`src/rtl/arb_pkg.sv`:
```
// arb_pkg: shared FSM state type and default sizing for rr_arbiter
package arb_pkg;

    typedef enum logic {
        IDLE,
        BUSY
    } arb_state_t;

    localparam int ARB_N        = 8;
    localparam int ARB_MAX_HOLD = 16;

endpackage

```
`src/rtl/arb_prio_enc.sv`:
```
// arb_prio_enc: lowest-set-bit encoder, index 0 wins, plus any-set flag
module arb_prio_enc #(
    parameter int N     = 8,
    parameter int IDX_W = $clog2(N)
) (
    input  logic [N-1:0]     req,
    output logic [IDX_W-1:0] idx,
    output logic             any
);

    always_comb begin
        idx = '0;
        for (int i = N - 1; i >= 0; i--)
            idx = req[i] ? IDX_W'(i) : idx;
    end

    assign any = |req;

endmodule

```
`src/rtl/rr_arbiter.sv`:
```
// rr_arbiter: registered N-way fixed/round-robin arbiter with bounded hold
module rr_arbiter
    import arb_pkg::*;
#(
    parameter int N        = ARB_N,
    parameter int IDX_W    = $clog2(N),
    parameter int MAX_HOLD = ARB_MAX_HOLD
) (
    input  logic             clk,
    input  logic             rst_n,
    input  logic [N-1:0]     req,
    input  logic             rr_en,
    input  logic             done,
    output logic [N-1:0]     gnt,
    output logic [IDX_W-1:0] gnt_idx,
    output logic             gnt_valid,
    output logic             timeout
);

    localparam int CNT_W = (MAX_HOLD == 0) ? 1 : $clog2(MAX_HOLD + 1);
    localparam logic [CNT_W-1:0] HOLD_LAST = CNT_W'((MAX_HOLD == 0) ? 0 : MAX_HOLD - 1);

    arb_state_t       state_q, state_d;
    logic [N-1:0]     gnt_q, gnt_d;
    logic [IDX_W-1:0] gnt_idx_q, gnt_idx_d;
    logic             gnt_valid_q, gnt_valid_d;
    logic             timeout_q, timeout_d;
    logic [IDX_W-1:0] ptr_q, ptr_d;
    logic [CNT_W-1:0] cnt_q, cnt_d;
    logic [IDX_W-1:0] base, enc_idx, win;
    logic [N-1:0]     req_rot;
    logic             enc_any, withdrawn, expired, release_g;

    // Fixed mode is just round-robin with the search base pinned at 0
    assign base = rr_en ? ptr_q : '0;

    always_comb begin
        req_rot = '0;
        for (int i = 0; i < N; i++)
            req_rot[i] = req[IDX_W'(i) + base];
    end

    arb_prio_enc #(
        .N     (N),
        .IDX_W (IDX_W)
    ) u_enc (
        .req (req_rot),
        .idx (enc_idx),
        .any (enc_any)
    );

    assign win       = enc_idx + base;
    assign withdrawn = !req[gnt_idx_q];
    assign expired   = (MAX_HOLD != 0) && (cnt_q == HOLD_LAST);
    assign release_g = done || withdrawn || expired;

    always_comb begin
        state_d     = state_q;
        gnt_d       = gnt_q;
        gnt_idx_d   = gnt_idx_q;
        gnt_valid_d = gnt_valid_q;
        ptr_d       = ptr_q;
        cnt_d       = cnt_q;
        timeout_d   = 1'b0;
        if (state_q == IDLE) begin
            if (enc_any) begin
                state_d     = BUSY;
                gnt_d       = N'(1) << win;
                gnt_idx_d   = win;
                gnt_valid_d = 1'b1;
                cnt_d       = '0;
                ptr_d       = rr_en ? win + 1'b1 : ptr_q;
            end
        end else if (release_g) begin
            state_d     = IDLE;
            gnt_d       = '0;
            gnt_idx_d   = '0;
            gnt_valid_d = 1'b0;
            cnt_d       = '0;
            timeout_d   = expired && !done && !withdrawn;
        end else begin
            cnt_d = (MAX_HOLD == 0) ? cnt_q : cnt_q + 1'b1;
        end
    end

    always_ff @(posedge clk or negedge rst_n) begin
        if (!rst_n) begin
            state_q     <= IDLE;
            gnt_q       <= '0;
            gnt_idx_q   <= '0;
            gnt_valid_q <= 1'b0;
            timeout_q   <= 1'b0;
            ptr_q       <= '0;
            cnt_q       <= '0;
        end else begin
            state_q     <= state_d;
            gnt_q       <= gnt_d;
            gnt_idx_q   <= gnt_idx_d;
            gnt_valid_q <= gnt_valid_d;
            timeout_q   <= timeout_d;
            ptr_q       <= ptr_d;
            cnt_q       <= cnt_d;
        end
    end

    assign gnt       = gnt_q;
    assign gnt_idx   = gnt_idx_q;
    assign gnt_valid = gnt_valid_q;
    assign timeout   = timeout_q;

endmodule

```
`config.mk`:
```
export PLATFORM = sky130hd
export DESIGN_NAME = rr_arbiter
export DESIGN_NICKNAME = d
export VERILOG_FILES = /design/src/rtl/arb_pkg.sv /design/src/rtl/arb_prio_enc.sv /design/src/rtl/rr_arbiter.sv
export SDC_FILE = /design/constraint.sdc
export NUM_CORES = 1
export LEC_CHECK = 0
export CORE_MARGIN = 2
export CORE_UTILIZATION = 40
export DETAILED_ROUTE_END_ITERATION = 10
export GPL_ROUTABILITY_DRIVEN = 0
export SYNTH_ARGS = -nofsm -noshare
export SYNTH_HDL_FRONTEND = slang
export SYNTH_SLANG_ARGS = --single-unit
```
`constraint.sdc`:
```
create_clock -name clk -period 3.75 [get_ports clk]
set_clock_uncertainty 0.05 [all_clocks]
set_input_delay 0.75 -clock clk [delete_from_list [all_inputs] [get_ports clk]]
set_output_delay 0.75 -clock clk [all_outputs]
set_load 0.005 [all_outputs]
```
==> Word-level counts from Yosys, hierarchy flattened <==
Index checks and enable logic that the tools add are counted.
{ "word_totals": {"in_bits": 12, "register_bits": 22} }
{ "op_classes": {"n_bitwise": 1, "shift": 1, "muxes": 44, "add_sub_neg": 10, "magnitude_cmp": 9, "eq_ne": 2, "n_reduce_logical": 10} }
{ "op_table": {"columns": ["cell", "n"], "rows": [
  ["less-than comparator 3 x 4 -> 1 bit, second input constant", 9],
  ["two-way mux 3 bit", 12],
  ["binary-select mux 1 bit (select 3 bit)", 9],
  ["two-way mux 8 bit", 3],
  ["two-way mux 1 bit", 17],
  ["two-way mux 5 bit", 3],
  ["adder 3 bit, first input constant", 4],
  ["OR reduction 8 bit", 1],
  ["left shift 1 x 3 -> 8 bit, first input constant", 1],
  ["adder 2 x 3 -> 3 bit, first input constant", 2],
  ["adder 5 x 1 -> 5 bit, second input constant", 1],
  ["equality test 5 x 4 -> 1 bit, second input constant", 1],
  ["adder 1 x 3 -> 3 bit, first input constant", 1],
  ["adder 3 x 1 -> 3 bit, second input constant", 1],
  ["adder 3 bit", 1],
  ["AND reduction 3 bit", 1],
  ["logical AND 1 bit", 2],
  ["zero test 1 bit", 2],
  ["logical OR 1 bit", 2],
  ["inequality test 2 x 1 -> 1 bit, second input constant", 1],
  ["AND reduction 2 bit", 1],
  ["nonzero test 2 bit", 1],
  ["inverter 1 bit", 1]
]} }

==> Depth between registers and ports, before layout <==
{ "depth": {"ltp_word": 16, "depth_mapped": 18, "mapped_depth_nobuf": 16} }

==> Hierarchy <==
A second synthesis with hierarchy kept.
{ "unflattened": {"hier_cells": 151, "area_unflattened_um2": 1566.5} }
{ "modules_own_cells": {"columns": ["mod", "instances", "seq_area_each_um2", "cells_each", "area_per_inst_um2"], "rows": [
  ["rr_arbiter", 1, 550.5, 138, 1485.2],
  ["arb_prio_enc", 1, 0.0, 13, 81.3]
]} }

==> Worst setup path before layout <==
OpenSTA, ideal clock, no wires.
{ "synth_path": {"path_kind": "input to register", "from": "in rr_en", "to": "reg ptr_q[2]", "setup_slack_ns": -0.423, "n_path_buf": 1, "setup_time_ns": 0.127, "arrival_time_ns": 3.995, "path_stages": 17, "cell_sequence": "and2_1 > buf_2 > inv_1 > ha_1 > a21bo_2 > a221oi_1 > a22o_1 > nand2_1 > a21boi_0 > nor2_1 > or2_2 > fa_1 > xor2_1 > xnor2_2 > inv_2 > ha_1 > mux2_1"} }
{ "synth_via": {"elab_chain_len": 14, "word_cells_on_any_way": 36} }
{ "synth_rtl": {"columns": ["element", "line", "rtl"], "rows": [
  ["from (decl)", "rr_arbiter.sv:12", "input logic rr_en,"],
  ["two-way mux 3 bit", "rr_arbiter.sv:35", "assign base = rr_en ? ptr_q : '0;"],
  ["adder 3 bit", "rr_arbiter.sv:40", "req_rot[i] = req[IDX_W'(i) + base];"],
  ["binary-select mux 1 bit (select 3 bit)", "rr_arbiter.sv:40", null],
  ["two-way mux 1 bit (implied by the code)", "rr_arbiter.sv:40", null],
  ["two-way mux 3 bit (8 in series)", "arb_prio_enc.sv:14", "idx = req[i] ? IDX_W'(i) : idx;"],
  ["adder 3 bit", "rr_arbiter.sv:52", "assign win = enc_idx + base;"],
  ["adder 3 x 1 -> 3 bit", "rr_arbiter.sv:72", "ptr_d = rr_en ? win + 1'b1 : ptr_q;"],
  ["to (signal assigned)", "rr_arbiter.sv:101", "ptr_q <= ptr_d;"],
  ["to (decl)", "rr_arbiter.sv:28", "logic [IDX_W-1:0] ptr_q, ptr_d;"]
]} }
Several ways; a longest one is shown, not always the timed one. The select of a mux whose other input is x is not followed.
A chain may end at the register's enable or synchronous reset.

==> Final worst setup path <==
Same ends and word-level chain as after synthesis.

==> impl_metrics.env <==
export IMPL_status="finished, final reports clean"
export IMPL_crit_arrival_ns=3.75
export IMPL_dieWidth_um=69.0
export IMPL_viasPerCell=5.54
export IMPL_grt_start_max_net_pins=23
export IMPL_grt_first_pass_wirelength_mm=7.25
export IMPL_initial_core_util_pct=41.9
export IMPL_rr_worst_depth=14
export IMPL_placed_area_um2=2330
export IMPL_cts_made_buffers=3
export IMPL_synthArstFlopShare_pct=100
export IMPL_wl_per_cell_um=16.2
export IMPL_final_nets=245
export IMPL_crit_type="in -> reg"
export IMPL_pre_cts_ws_ns=-0.859
export IMPL_drc=0
export IMPL_vias=1506
export IMPL_yosysSeqAreaShare_pct=32.6
export IMPL_max_slew_margin_pct=32.3
export IMPL_synth_compound_area_share_pct=18.9
export IMPL_synthXorXnorAreaFrac_pct=3.56
export IMPL_drive_gt1_share_pct=39.6
export IMPL_root_buffer="clkbuf_8"
export IMPL_final_common_cell="buf_4"
export IMPL_tritoncts="done"
export IMPL_num_rows=23
export IMPL_synth_top_family_by_area="compound AO/OA/AOI/OAI gates"
export IMPL_fp_dieArea_um2=4760
export IMPL_tightest_slew_ns=1.01
export IMPL_ctsHoldBuffers=0
export IMPL_finalSetupViolCount=0
export IMPL_placed_cells=266
export IMPL_fin_crit_ns=3.66
export IMPL_synthSimpleGateAreaFrac_pct=16.7
export IMPL_finalHoldViolCount=0
export IMPL_hold_depth=2
export IMPL_synth_seq_cells=22
export IMPL_clkSinkCount=22
export IMPL_cts_buffer_depth=2
export IMPL_track_usage_pct=20.7
export IMPL_setup_tns_ns=0
export IMPL_fin_util_pct=61.9
export IMPL_antenna_found_initial=0
export IMPL_worstPathMaxFanout=9
export IMPL_cp_required_ns=3.84
export IMPL_syn_avg_cell_area_um2=10.8
export IMPL_synthAdderAreaFrac_pct=7.12
export IMPL_io_pins=25
export IMPL_hold_path_class="reg -> reg"
export IMPL_synth_top_area_cell="dfrtp_1"
export IMPL_peakVddDrop_mv=0.586
export IMPL_leakage_nw=1.14
export IMPL_synthFlopType="dfrtp_1"
export IMPL_syn_to_final_growth_pct=47.7
export IMPL_synth_edf_count=0
export IMPL_finalCritPeriodShare_pct=97.5
export IMPL_use_met3_pct=3.73
export IMPL_worstSetupEndpointType="flip-flop"
export IMPL_clk_latency_ns=0.25
export IMPL_power_density_nw_per_um2=776
export IMPL_grt_busiest_layer="met2"
export IMPL_synth_nets=178
export IMPL_setup_slack_ns=0.0932
export IMPL_hold_ws_ns=0.433
export IMPL_muxShareOfSynthArea_pct=16.8
export IMPL_die_h_um=69.0
export IMPL_dr_pass1_iters=4
export IMPL_total_power_mw=1.93
export IMPL_netlist_area_leader_share_pct=32.6
export IMPL_grt_pass1_vias=1540
export IMPL_yosys_warnings=0
export IMPL_gr_total_overflow=0
export IMPL_hpwl_mm=3.42
export IMPL_synth_distinct_cells=46
export IMPL_drt_iter0_drc=87
export IMPL_stdcell_count=272
export IMPL_max_clock_freq_mhz=273
export IMPL_synthesis_area_um2=1690
export IMPL_clk_pin_slew_worst_paths_ns=0.07
export IMPL_netlist_instances=157
export IMPL_met2_usage_pct=35.9
export IMPL_h_tree_depth=1
export IMPL_max_cap_viol_count=0
export IMPL_final_cell_area_um2=2490
export IMPL_coreArea_um2=4030
export IMPL_ant_nets=0
export IMPL_wl_mm=4.40
export IMPL_grtUsageMet1_pct=27.3
export IMPL_drv_slew=0
export IMPL_n_antenna_cell=0
export IMPL_final_cell_mix="buf_4, dfrtp_1, nand2_1"
export IMPL_fillerInstances=338
export IMPL_numPortBuffers=24
export IMPL_ys_top_cells_by_area="dfrtp_1, mux4_2, ha_1"
export IMPL_crit_path_start_kind="input pin"
[synthesized netlist by cell type (all sizes together), types with 3 or more instances]
cell	count
dfrtp	22
nand2	19
mux2i	10
o21ai	9
ha	8
inv	8
a32o	7
buf	7
mux4	6
a22o	4
nor2	4
nor4bb	4
xor2	4
a21oi	3
and2	3
and3	3
nand2b	3
nand3	3
[critical path, stage by stage]
cell and delay (ns):
buf_8 0.11, and2_4 0.15, buf_6 0.14, a211o_1 0.32, a32oi_2 0.29, a21bo_2 0.17, and4_4 0.21, nor2_2 0.05
or2_4 0.23, fa_2 0.40, xor2_2 0.17, xnor2_2 0.21, inv_2 0.08, ha_4 0.20, mux2_4 0.26
[flip-flops by register name, indices dropped and copies added, names as in the netlist]
name	flops
timeout	1
gnt_valid	1
ptr_q	3
gnt	8
state_q	1
cnt_q	5
gnt_idx	3
[power by group]
group / total, mW / internal [mW] / switching (mW)
sequential: 0.364 / 0.304 / 0.0600
clock: 0.139 / 0.0714 / 0.0671
combinational: 1.43 / 0.791 / 0.641
total: 1.93 / 1.17 / 0.768
[cell type report]
cell class | instances | area, µm² | share of cell area, %
multi-input combinational | 120 | 1200 | 48.3
clock buffer | 3 | 41.3 | 1.66
sequential | 22 | 551 | 22.1
inverter | 8 | 32.5 | 1.30
timing repair buffer | 69 | 603 | 24.2
tap | 50 | 62.6 | 2.51
[cells by family (layout without fill, tap and decap cells)]
family	Yosys count	count (layout)
AOI/OAI and AO/OA	39	39
xor gates and xnor gates	6	6
adders and majority gates	9	9
buffers and inverters	15	80
DFF	22	22
muxes	18	18
and+or+nand+nor	48	48
[worst paths after layout]
path / from / end / slack (ns)
hold / removal: gnt_valid / gnt_valid / 0.43
setup / recovery: rr_en / ptr_q[2] / 0.09
hold reg to reg: gnt_valid / gnt_valid / 0.43
max in group asynchronous: rst_n / gnt[0] / 2.03
min in group asynchronous: rst_n / timeout / 1.00
setup reg to reg: ptr_q[0] / ptr_q[2] / 0.18
[layer usage]
layer	vias to the layer above	wire length [µm]	part of all wire (%)
met5	-	0	0
met4	0	19	0.43
met3	2	150	3.4
met2	29	2250	51
met1	753	1980	45
li1	722	-	-
[repair_timing]
item,4_1_cts,5_1_grt
pin swaps,5,14
setup buffers,1,2
gates resized for setup,16,18
hold endpoints to repair,0,0
setup endpoints to repair,11,10
No activity file was read; power rests on OpenSTA's default activity.
